--- config.mk ---
export PLATFORM = sky130hd
export DESIGN_NAME = pc_fetch_unit
export DESIGN_NICKNAME = d
export VERILOG_FILES = /design/src/rtl/pc_fetch_unit.sv
export SDC_FILE = /design/constraint.sdc
export NUM_CORES = 1
export LEC_CHECK = 0
export CAP_MARGIN = 20
export CORE_AREA = 2 2 107 109
export CTS_CLUSTER_DIAMETER = 50
export CTS_CLUSTER_SIZE = 25
export DETAILED_ROUTE_END_ITERATION = 6
export DIE_AREA = 0 0 109 111
export GPL_TIMING_DRIVEN = 0
export PLACE_DENSITY_LB_ADDON = 0.2
export SLEW_MARGIN = 20
export SYNTH_ARGS = -nofsm -noshare
export SYNTH_HDL_FRONTEND = slang
export SYNTH_SLANG_ARGS = --single-unit
--- constraint.sdc ---
create_clock -name clk -period 11.35 [get_ports clk]
set_input_delay 1.7025 -clock clk [delete_from_list [all_inputs] [get_ports clk]]
set_output_delay 1.7025 -clock clk [all_outputs]
set_load 0.03 [all_outputs]
--- src/rtl/pc_fetch_unit.sv ---
// Program counter and fetch sequencer: holds the PC, selects the next PC
// (sequential, branch or jump) and counts retired instructions.
module pc_fetch_unit #(
  parameter logic [31:0] RESET_PC = 32'h0040_0000
) (
  input  logic        clk,
  input  logic        rst_n,
  input  logic        stall,
  input  logic        branch,
  input  logic        jump,
  input  logic        halt,
  input  logic [15:0] imm16,
  input  logic [25:0] jaddr,
  output logic [31:0] pc,
  output logic [31:0] pc_plus4,
  output logic        fetch_en,
  output logic        halted,
  output logic [31:0] retired
);

  typedef enum logic [1:0] {
    BOOT = 2'd0,
    RUN  = 2'd1,
    HALT = 2'd2
  } state_t;

  state_t      state;
  logic [31:0] branch_off;
  logic [31:0] next_pc;

  assign pc_plus4   = pc + 32'd4;
  assign branch_off = {{14{imm16[15]}}, imm16, 2'b00};

  // Jump outranks branch; halt and stall are resolved in the sequential block.
  always_comb begin
    // NOTE: default first so every path assigns next_pc and no latch is inferred.
    next_pc = pc_plus4;
    if (jump) begin
      next_pc = {pc_plus4[31:28], jaddr, 2'b00};
    end else if (branch) begin
      next_pc = pc_plus4 + branch_off;
    end
  end

  // NOTE: non-blocking assignments so all state updates see pre-edge values.
  always_ff @(posedge clk or negedge rst_n) begin
    if (!rst_n) begin
      assert (RESET_PC[1:0] == 2'b00) else $error("RESET_PC is not word aligned");
      state    <= BOOT;
      pc       <= {RESET_PC[31:2], 2'b00};
      fetch_en <= 1'b0;
      halted   <= 1'b0;
      retired  <= 32'd0;
    end else begin
      case (state)
        BOOT: begin
          state    <= RUN;
          fetch_en <= 1'b1;
        end
        RUN: begin
          if (halt) begin
            state    <= HALT;
            fetch_en <= 1'b0;
            halted   <= 1'b1;
            retired  <= retired + 32'd1;
          end else if (!stall) begin
            pc      <= {next_pc[31:2], 2'b00};
            retired <= retired + 32'd1;
          end
        end
        HALT: begin
          // Terminal until reset; everything frozen.
        end
        default: begin
          state <= BOOT;
        end
      endcase
    end
  end

endmodule

==> summary.txt, run 1 <==
Clocking
  • TritonCTS buffer count: 9
  • CTS max path bufs: 2
  • CTS H-tree depth: 3
  • Clk pin slew, worst setup/hold paths: ~0.060 ns
  • Post-CTS setup buffer count: 0
  • Resize count post-CTS: 0
  • Clock root cell: clkbuf_16
  • CTS Sinks: between 60 and 70
  • Clk Latency, worst-skew pair: 0.33 ns
  • CTS tree: built
  • CTS Hold Bufs: 0

Timing
  • Minimum clock period: around 5.4 ns
  • Relative slew slack: a little under a third
  • Clk_skew: roughly 0.010 ns
  • Worst-Margin Slew: 1.040 ns
  • Max Slew Vio Count: 0
  • Final TNS setup: 0 ns
  • Final number of hold-violating endpoints: 0
  • Final worst path period share: 47.37%
  • Hold slack: 0.4763 ns
  • Setup-failing EPs final: 0
  • RSZ-0062 raised after global routing: false
  • Fmax: between 150 and 200 MHz

Floorplan
  • IO Count: about 150
  • Height of the die: between 100 and 150 um
  • Die Area: 12100 sq um
  • Initial Utilization: about 50%
  • Die X: 109 um
  • Cell row count: 39
  • Core area: between 10000 and 15000 sq um

Final layout
  • Final #Nets: about 890
  • Most frequent cells in the layout: clkdlybuf4s50_1 (140), nand2_1 (79), dfrtp_1 (65), a21oi_1 (55), nor2_1 (53)
  • Fin area: ~7300 sq um
  • Filler cell count: between 900 and 1000
  • Layout cell share with drive strength beyond 1: 6.219%
  • Layout Utilization: approximately two thirds
  • Area of the multi-input gates: between 3000 and 4000 sq um
  • Commonest non-fill, non-tap cell in the layout: clkdlybuf4s50_1
  • Area Growth Syn to Fin: 35.51%
  • ANT cells: 0
  • Area occupied by registers: between 1500 and 2000 sq um

Yosys
  • Post-synthesis compound-gate area fraction: 20.85%
  • Ys flop type: dfrtp_1
  • Adder-cell share of the synthesized area: ~9%
  • Number of synthesized register bits: 66
  • Avg Cell Area, Syn: ~8.4 sq um
  • Synth cell types: between 50 and 60
  • Post-Synth Simple-Gate Area: between 10% and 20%
  • Cells after Synth: 643
  • Largest family of logic cells by synthesized area: compound AO/OA/AOI/OAI gates
  • Post-synthesis async set-or-reset flop share: 100.0%
  • Synthesized area: 5384 sq um
  • Synth warn: 0
  • Xor/xnor share of the synthesized area: a little over an eighth
  • Multiplexer share of the synthesized area: under 10%
  • Post-synth EDFFs: 0
  • Register area share after synthesis: 30.70%

Worst setup path
  • Data arrival, critical path: between 3 and 4 ns
  • Req. time, crit path: 9.65 ns
  • CP Capture Type: output pin
  • Crit-path max FO: 5
  • Worst Path Class, Setup: flop to output pin
  • CP startpoint kind: flop

Detailed routing
  • DR iter-0 viols: between 300 and 400
  • Drc violations: 0
  • Wire per inst: approximately 18 um
  • Drt total wl: 16600 um
  • Via count: 5487
  • Final ANT Viol Nets: 0
  • Via-to-Cell Ratio: about 5.8
  • DR pass1 iterations: 5

Power and ir drop
  • Reg power frac: a little over a fifth
  • LEAKAGE: approximately 3.1 nW
  • Clk pwr share: between 10% and 20%
  • Net Switching: around 0.96 mW
  • Internal power: between 0.9 and 1 mW
  • Peak VDD IR: approximately 0.18 mV
  • Sw frac: roughly half
  • Combinational share of power: 65.3%
  • Power per cell area: 263.6 nW/um^2

Run status
  • Status: finished clean

GRT
  • Total grt overflow: 0
  • Pin count of the biggest net entering global routing: 57
  • Met1 usage: about two fifths
  • Gr usage total: between 20 and 30%
  • GRT met2 Usage: between 40% and 50%
  • Most Used Layer, Global Route: met2
  • Initial antenna violation count: 0
  • Vias in the first global route: 5325
  • First-pass GRT wire length: ~27000 um
  • Global Route met3 Usage: 4.409%

Flow run
  • MaxCap Viol Count: 0

Placement
  • # port buffers: between 100 and 150
  • Final HPWL DP: ~13000 um
  • RePlAce Congestion: about 0.95
  • Placement Cell Area: around 7000 sq um

Min path
  • Worst Hold Class: flop to flop
per-layer routing:
layer	wire, um	up-vias
met5	0	-
met4	404	0
met3	1302	35
met2	7853	239
met1	7039	2598
li1	-	2615
cells in the mapped netlist (all sizes together), types with 3 or more instances:
library cell | number | share of area [%]
a21o | 12 | 1.7
mux2i | 8 | 1.5
mux2 | 4 | 0.84
a31oi | 6 | 0.98
nand2b | 5 | 0.58
o21ai | 41 | 3.8
a211oi | 14 | 2.3
xor2 | 32 | 5.2
inv | 22 | 1.5
a21boi | 3 | 0.42
dfrtp | 65 | 30
nand4 | 16 | 1.9
nand3 | 26 | 2.5
and3 | 16 | 1.9
nor2 | 53 | 3.7
o221ai | 4 | 0.77
buf | 11 | 1.4
o22ai | 3 | 0.35
xnor2 | 52 | 8.5
and2 | 5 | 0.58
a221oi | 3 | 0.60
nor3 | 10 | 1.0
o21bai | 5 | 0.70
a21oi | 60 | 5.9
o31ai | 3 | 0.51
o211ai | 8 | 1.2
and4 | 5 | 0.81
ha | 37 | 8.6
clkbuf | 16 | 1.1
nand2 | 79 | 5.5
power by group through the flow:
| stage | Clock, mW | Sequential (mW) | Combinational (mW) |
|---|---|---|---|
| 5_1_grt | 0.279 | 0.414 | 1.35 |
| 6_report | 0.266 | 0.401 | 1.26 |
| 3_5_place_dp | 0 | 0.401 | 1.24 |
| 4_1_cts | 0.270 | 0.399 | 1.25 |
| 3_3_place_gp | 0 | 0.398 | 1.22 |
| 2_1_floorplan | 0 | 0.500 | 0.716 |
through the flow:
| step | std cells | total power, mW | setup slack, ns |
|---|---|---|---|
| floorplan | 646 | 1.216 | 6.842 |
| global placement | 930 | 1.621 | 6.117 |
| detailed placement | 931 | 1.644 | 6.059 |
| CTS | 947 | 1.919 | 5.981 |
| global route | 947 | 2.046 | 5.774 |
| finish | 947 | 1.923 | 5.974 |
kinds of logic after synthesis:
| kind of cell | Yosys count |
|---|---|
| flops | 66 |
| other cells | 1 |
| fa+ha+maj | 38 |
| simple gates | 222 |
| compound gates | 171 |
| xor+xnor | 84 |
| buf+inv | 49 |
| mux | 12 |
critical path, stage by stage, from the launching register on:
cell,delay [ns]
dfrtp_1,0.45
ha_1,0.25
nand4_1,0.21
nor3_1,0.41
and2_1,0.29
nand3_1,0.23
nor2_1,0.29
nand2_1,0.11
xnor2_1,0.34
clkdlybuf4s50_1,0.75
final timing paths:
| kind | start | endpoint | slack, ns | cells after the start |
|---|---|---|---|---|
| worst max register to register | pc[2] | pc[29] | 6.66 | 18 |
| worst min-delay path | retired[31] | retired[31] | 0.48 | 1 |
| min in group asynchronous | rst_n | pc[21] | 1.21 | 1 |
| worst max-delay path | pc[2] | pc_plus4[28] | 5.97 | 9 |
| worst min register to register | retired[31] | retired[31] | 0.48 | 1 |
| max in group asynchronous | rst_n | retired[25] | 9.62 | 2 |
state kept, by name, summed over array words and instances (netlist names):
register  count
retired      32
pc           30
state         2
fetch_en      1
halted        1
cell type report:
class | count | share of cell area (%)
clock inverter | 7 | 0.8232
sequential | 66 | 22.65
multi-input combinational | 531 | 48.28
tap | 143 | 2.452
buffer | 27 | 1.886
timing repair buffer | 142 | 19.69
clock buffer | 9 | 3.087
inverter | 22 | 1.132
Power figures use the tool's default switching activity.
==> inputs of run 2 (changes only) <==
==> constraint.sdc (replaced) <==
create_clock -name clk -period 5.2 [get_ports clk]
set_input_delay 0.78 -clock clk [delete_from_list [all_inputs] [get_ports clk]]
set_output_delay 0.78 -clock clk [all_outputs]
set_load 0.03 [all_outputs]
==> results of run 2 <==
Same layout as run 1 (identical final DEF). Status: finished clean.
Main changes from that run: setup slack after placement 6.059 ns -> 0.6115 ns; setup slack after layout 5.974 ns -> 0.5062 ns; hold slack 0.4763 ns -> 0.2882 ns; end point of the critical path pc_plus4[28] -> pc[29]; register-to-register setup slack 6.66 ns -> 0.51 ns; total power 1.923 mW -> 4.198 mW; worst IR drop on VDD 0.1776 mV -> 0.3876 mV
==> inputs of run 3 (changes only) <==
--- a/config.mk
+++ b/config.mk
@@ -12,7 +12,7 @@
 export DETAILED_ROUTE_END_ITERATION = 6
 export DIE_AREA = 0 0 109 111
 export GPL_TIMING_DRIVEN = 0
-export PLACE_DENSITY_LB_ADDON = 0.2
+export PLACE_DENSITY = 0.81
 export SLEW_MARGIN = 20
 export SYNTH_ARGS = -nofsm -noshare
 export SYNTH_HDL_FRONTEND = slang
==> summary.txt, run 3 (synthesized netlist as in run 1, its figures left out) <==
Run status
  • Status: finished clean

Power and ir drop
  • Peak VDD IR: roughly 0.40 mV
  • Power per cell area: ~600 nW/um^2
  • LEAKAGE: about 3.2 nW

Detailed routing
  • Drc violations: 0
  • Drt total wl: 16910 um
  • Wire per inst: approximately 18 um
  • Via count: 5522
  • DR pass1 iterations: 7
  • DR iter-0 viols: about 400
  • Final ANT Viol Nets: 0
  • Via-to-Cell Ratio: 5.831

GRT
  • Pin count of the biggest net entering global routing: 47
  • Gr usage total: ~28%
  • Total grt overflow: 0
  • Vias in the first global route: approximately 5400
  • Initial antenna violation count: 0
  • First-pass GRT wire length: between 20000 and 30000 um

Clocking
  • TritonCTS buffer count: 9
  • Clk Latency, worst-skew pair: around 0.34 ns
  • CTS tree: built
  • Clock root cell: clkbuf_16
  • CTS Sinks: 66
  • CTS Hold Bufs: 0
  • CTS max path bufs: 2
  • Resize count post-CTS: 0
  • Post-CTS setup buffer count: 0
  • CTS H-tree depth: 3
  • Clk pin slew, worst setup/hold paths: 0.06 ns

Floorplan
  • Height of the die: 111 um
  • Initial Utilization: 48.60%
  • Die Area: approximately 12000 sq um
  • IO Count: about 150
  • Die X: 109 um
  • Core area: about 11000 sq um
  • Cell row count: 39

Timing
  • Fmax: 213.7 MHz
  • Relative slew slack: between 20% and 30%
  • Final worst path period share: between 80% and 90%
  • Minimum clock period: between 4 and 5 ns
  • Max Slew Vio Count: 0
  • Setup-failing EPs final: 0
  • Hold slack: between 0.3 and 0.4 ns
  • RSZ-0062 raised after global routing: false
  • Clk_skew: roughly 0.0090 ns
  • Final TNS setup: 0 ns
  • Worst-Margin Slew: roughly 1.1 ns
  • Crit path setup slack, layout: 0.5201 ns
  • Final number of hold-violating endpoints: 0

Worst setup path
  • CP Capture Type: flop
  • Critical-path cell list: ha_1 > nand4_1 > nor3_1 > and2_1 > nand3_1 > nor2_1 > xor2_1 > ha_1 > clkbuf_1 > nand4_1 > inv_1 > a211oi_4 > o31ai_2 > a21o_1 > a21o_1 > a221oi_2 > xnor2_1 > a221o_1
  • Crit-path max FO: 7
  • Slowest library cell on the worst path: dfrtp_1
  • Worst Path Class, Setup: flop to flop
  • CP startpoint kind: flop
  • Worst path max stage delay: between 0.4 and 0.5 ns
  • Req. time, crit path: roughly 5.4 ns
  • Data arrival, critical path: 4.90 ns

Final layout
  • Commonest non-fill, non-tap cell in the layout: clkdlybuf4s50_1
  • Most frequent cells in the layout: clkdlybuf4s50_1 (140), nand2_1 (79), dfrtp_1 (65), a21oi_1 (55), nor2_1 (53)
  • ANT cells: 0
  • Largest Register: retired
  • Number of flip-flops in the largest register: 32
  • Area Growth Syn to Fin: 37.02%
  • Largest regs: retired: 32 flops, pc: 30 flops, state: 2 flops
  • Layout Utilization: 66.60%
  • Final #Nets: ~900
  • Layout cell share with drive strength beyond 1: under 10%

Placement
  • Final HPWL DP: about 13000 um
  • RePlAce Congestion: between 0.9 and 1
  • # port buffers: about 140
  • Place WS: just under 0.7 ns

Flow run
  • MaxCap Viol Count: 0

Min path
  • Worst Hold Class: input port to asynchronous set/reset pin
## run 3: cell types whose count changed in the layout (fill, tap and decap cells not counted)
cell and delta:
clkinvlp_4 -3, clkbuf_1 +1, bufinv_16 +4, inv_8 -1
clkinv_4 +1, inv_6 -2
## run 3: final timing paths
kind / slack [ns] / to / from / cells past startpoint
max in group asynchronous: 4.34 / pc[4] / rst_n / 2
worst min-delay path: 0.33 / retired[29] / rst_n / 1
worst max-delay path: 0.52 / pc[29] / pc[2] / 18
min in group clk: 0.47 / retired[31] / retired[31] / 1
worst min register to register: 0.47 / retired[31] / retired[31] / 1
worst max register to register: 0.52 / pc[29] / pc[2] / 18
## run 3: per-layer routing
metal	global-route usage, %	vias to the layer above	share of wire (%)
met5	0	-	0
met4	10.34	0	2.1
met3	3.998	30	6.7
met2	46.58	248	49
met1	36.61	2642	42
li1	-	2602	-
## run 3: cell type report
type,count,area [sq um]
buffer,27,137.6
fill,909,3700
multi-input combinational,531,3522
inverter,22,82.58
timing repair buffer,142,1436
clock inverter,6,137.6
sequential,66,1653
clock buffer,10,229.0
tap,143,178.9
## run 3: per-stage QoR
stage / power (mW) / std cells / area (sq um)
after floorplan: 2.655 / 646 / 5395
after global placement: 3.489 / 930 / 6985
after detailed placement: 3.557 / 931 / 7010
after CTS: 4.341 / 947 / 7377
after global routing: 4.616 / 947 / 7377
final: 4.363 / 947 / 7377
## run 3: critical path, delay by kind of cell (launching register included)
kind | cells | cell delay [ns]
adders and majority gates | 2 | 0.52
and+or+nand+nor | 6 | 1.53
DFF | 1 | 0.44
AOI/OAI and AO/OA | 6 | 1.40
buffers and inverters | 2 | 0.29
xor gates and xnor gates | 2 | 0.39
## run 3: report_power, final
| group | internal, mW | total, mW | switching [mW] |
|---|---|---|---|
| logic | 1.12 | 2.74 | 1.62 |
| registers | 0.660 | 0.869 | 0.209 |
| clock network | 0.520 | 0.759 | 0.239 |
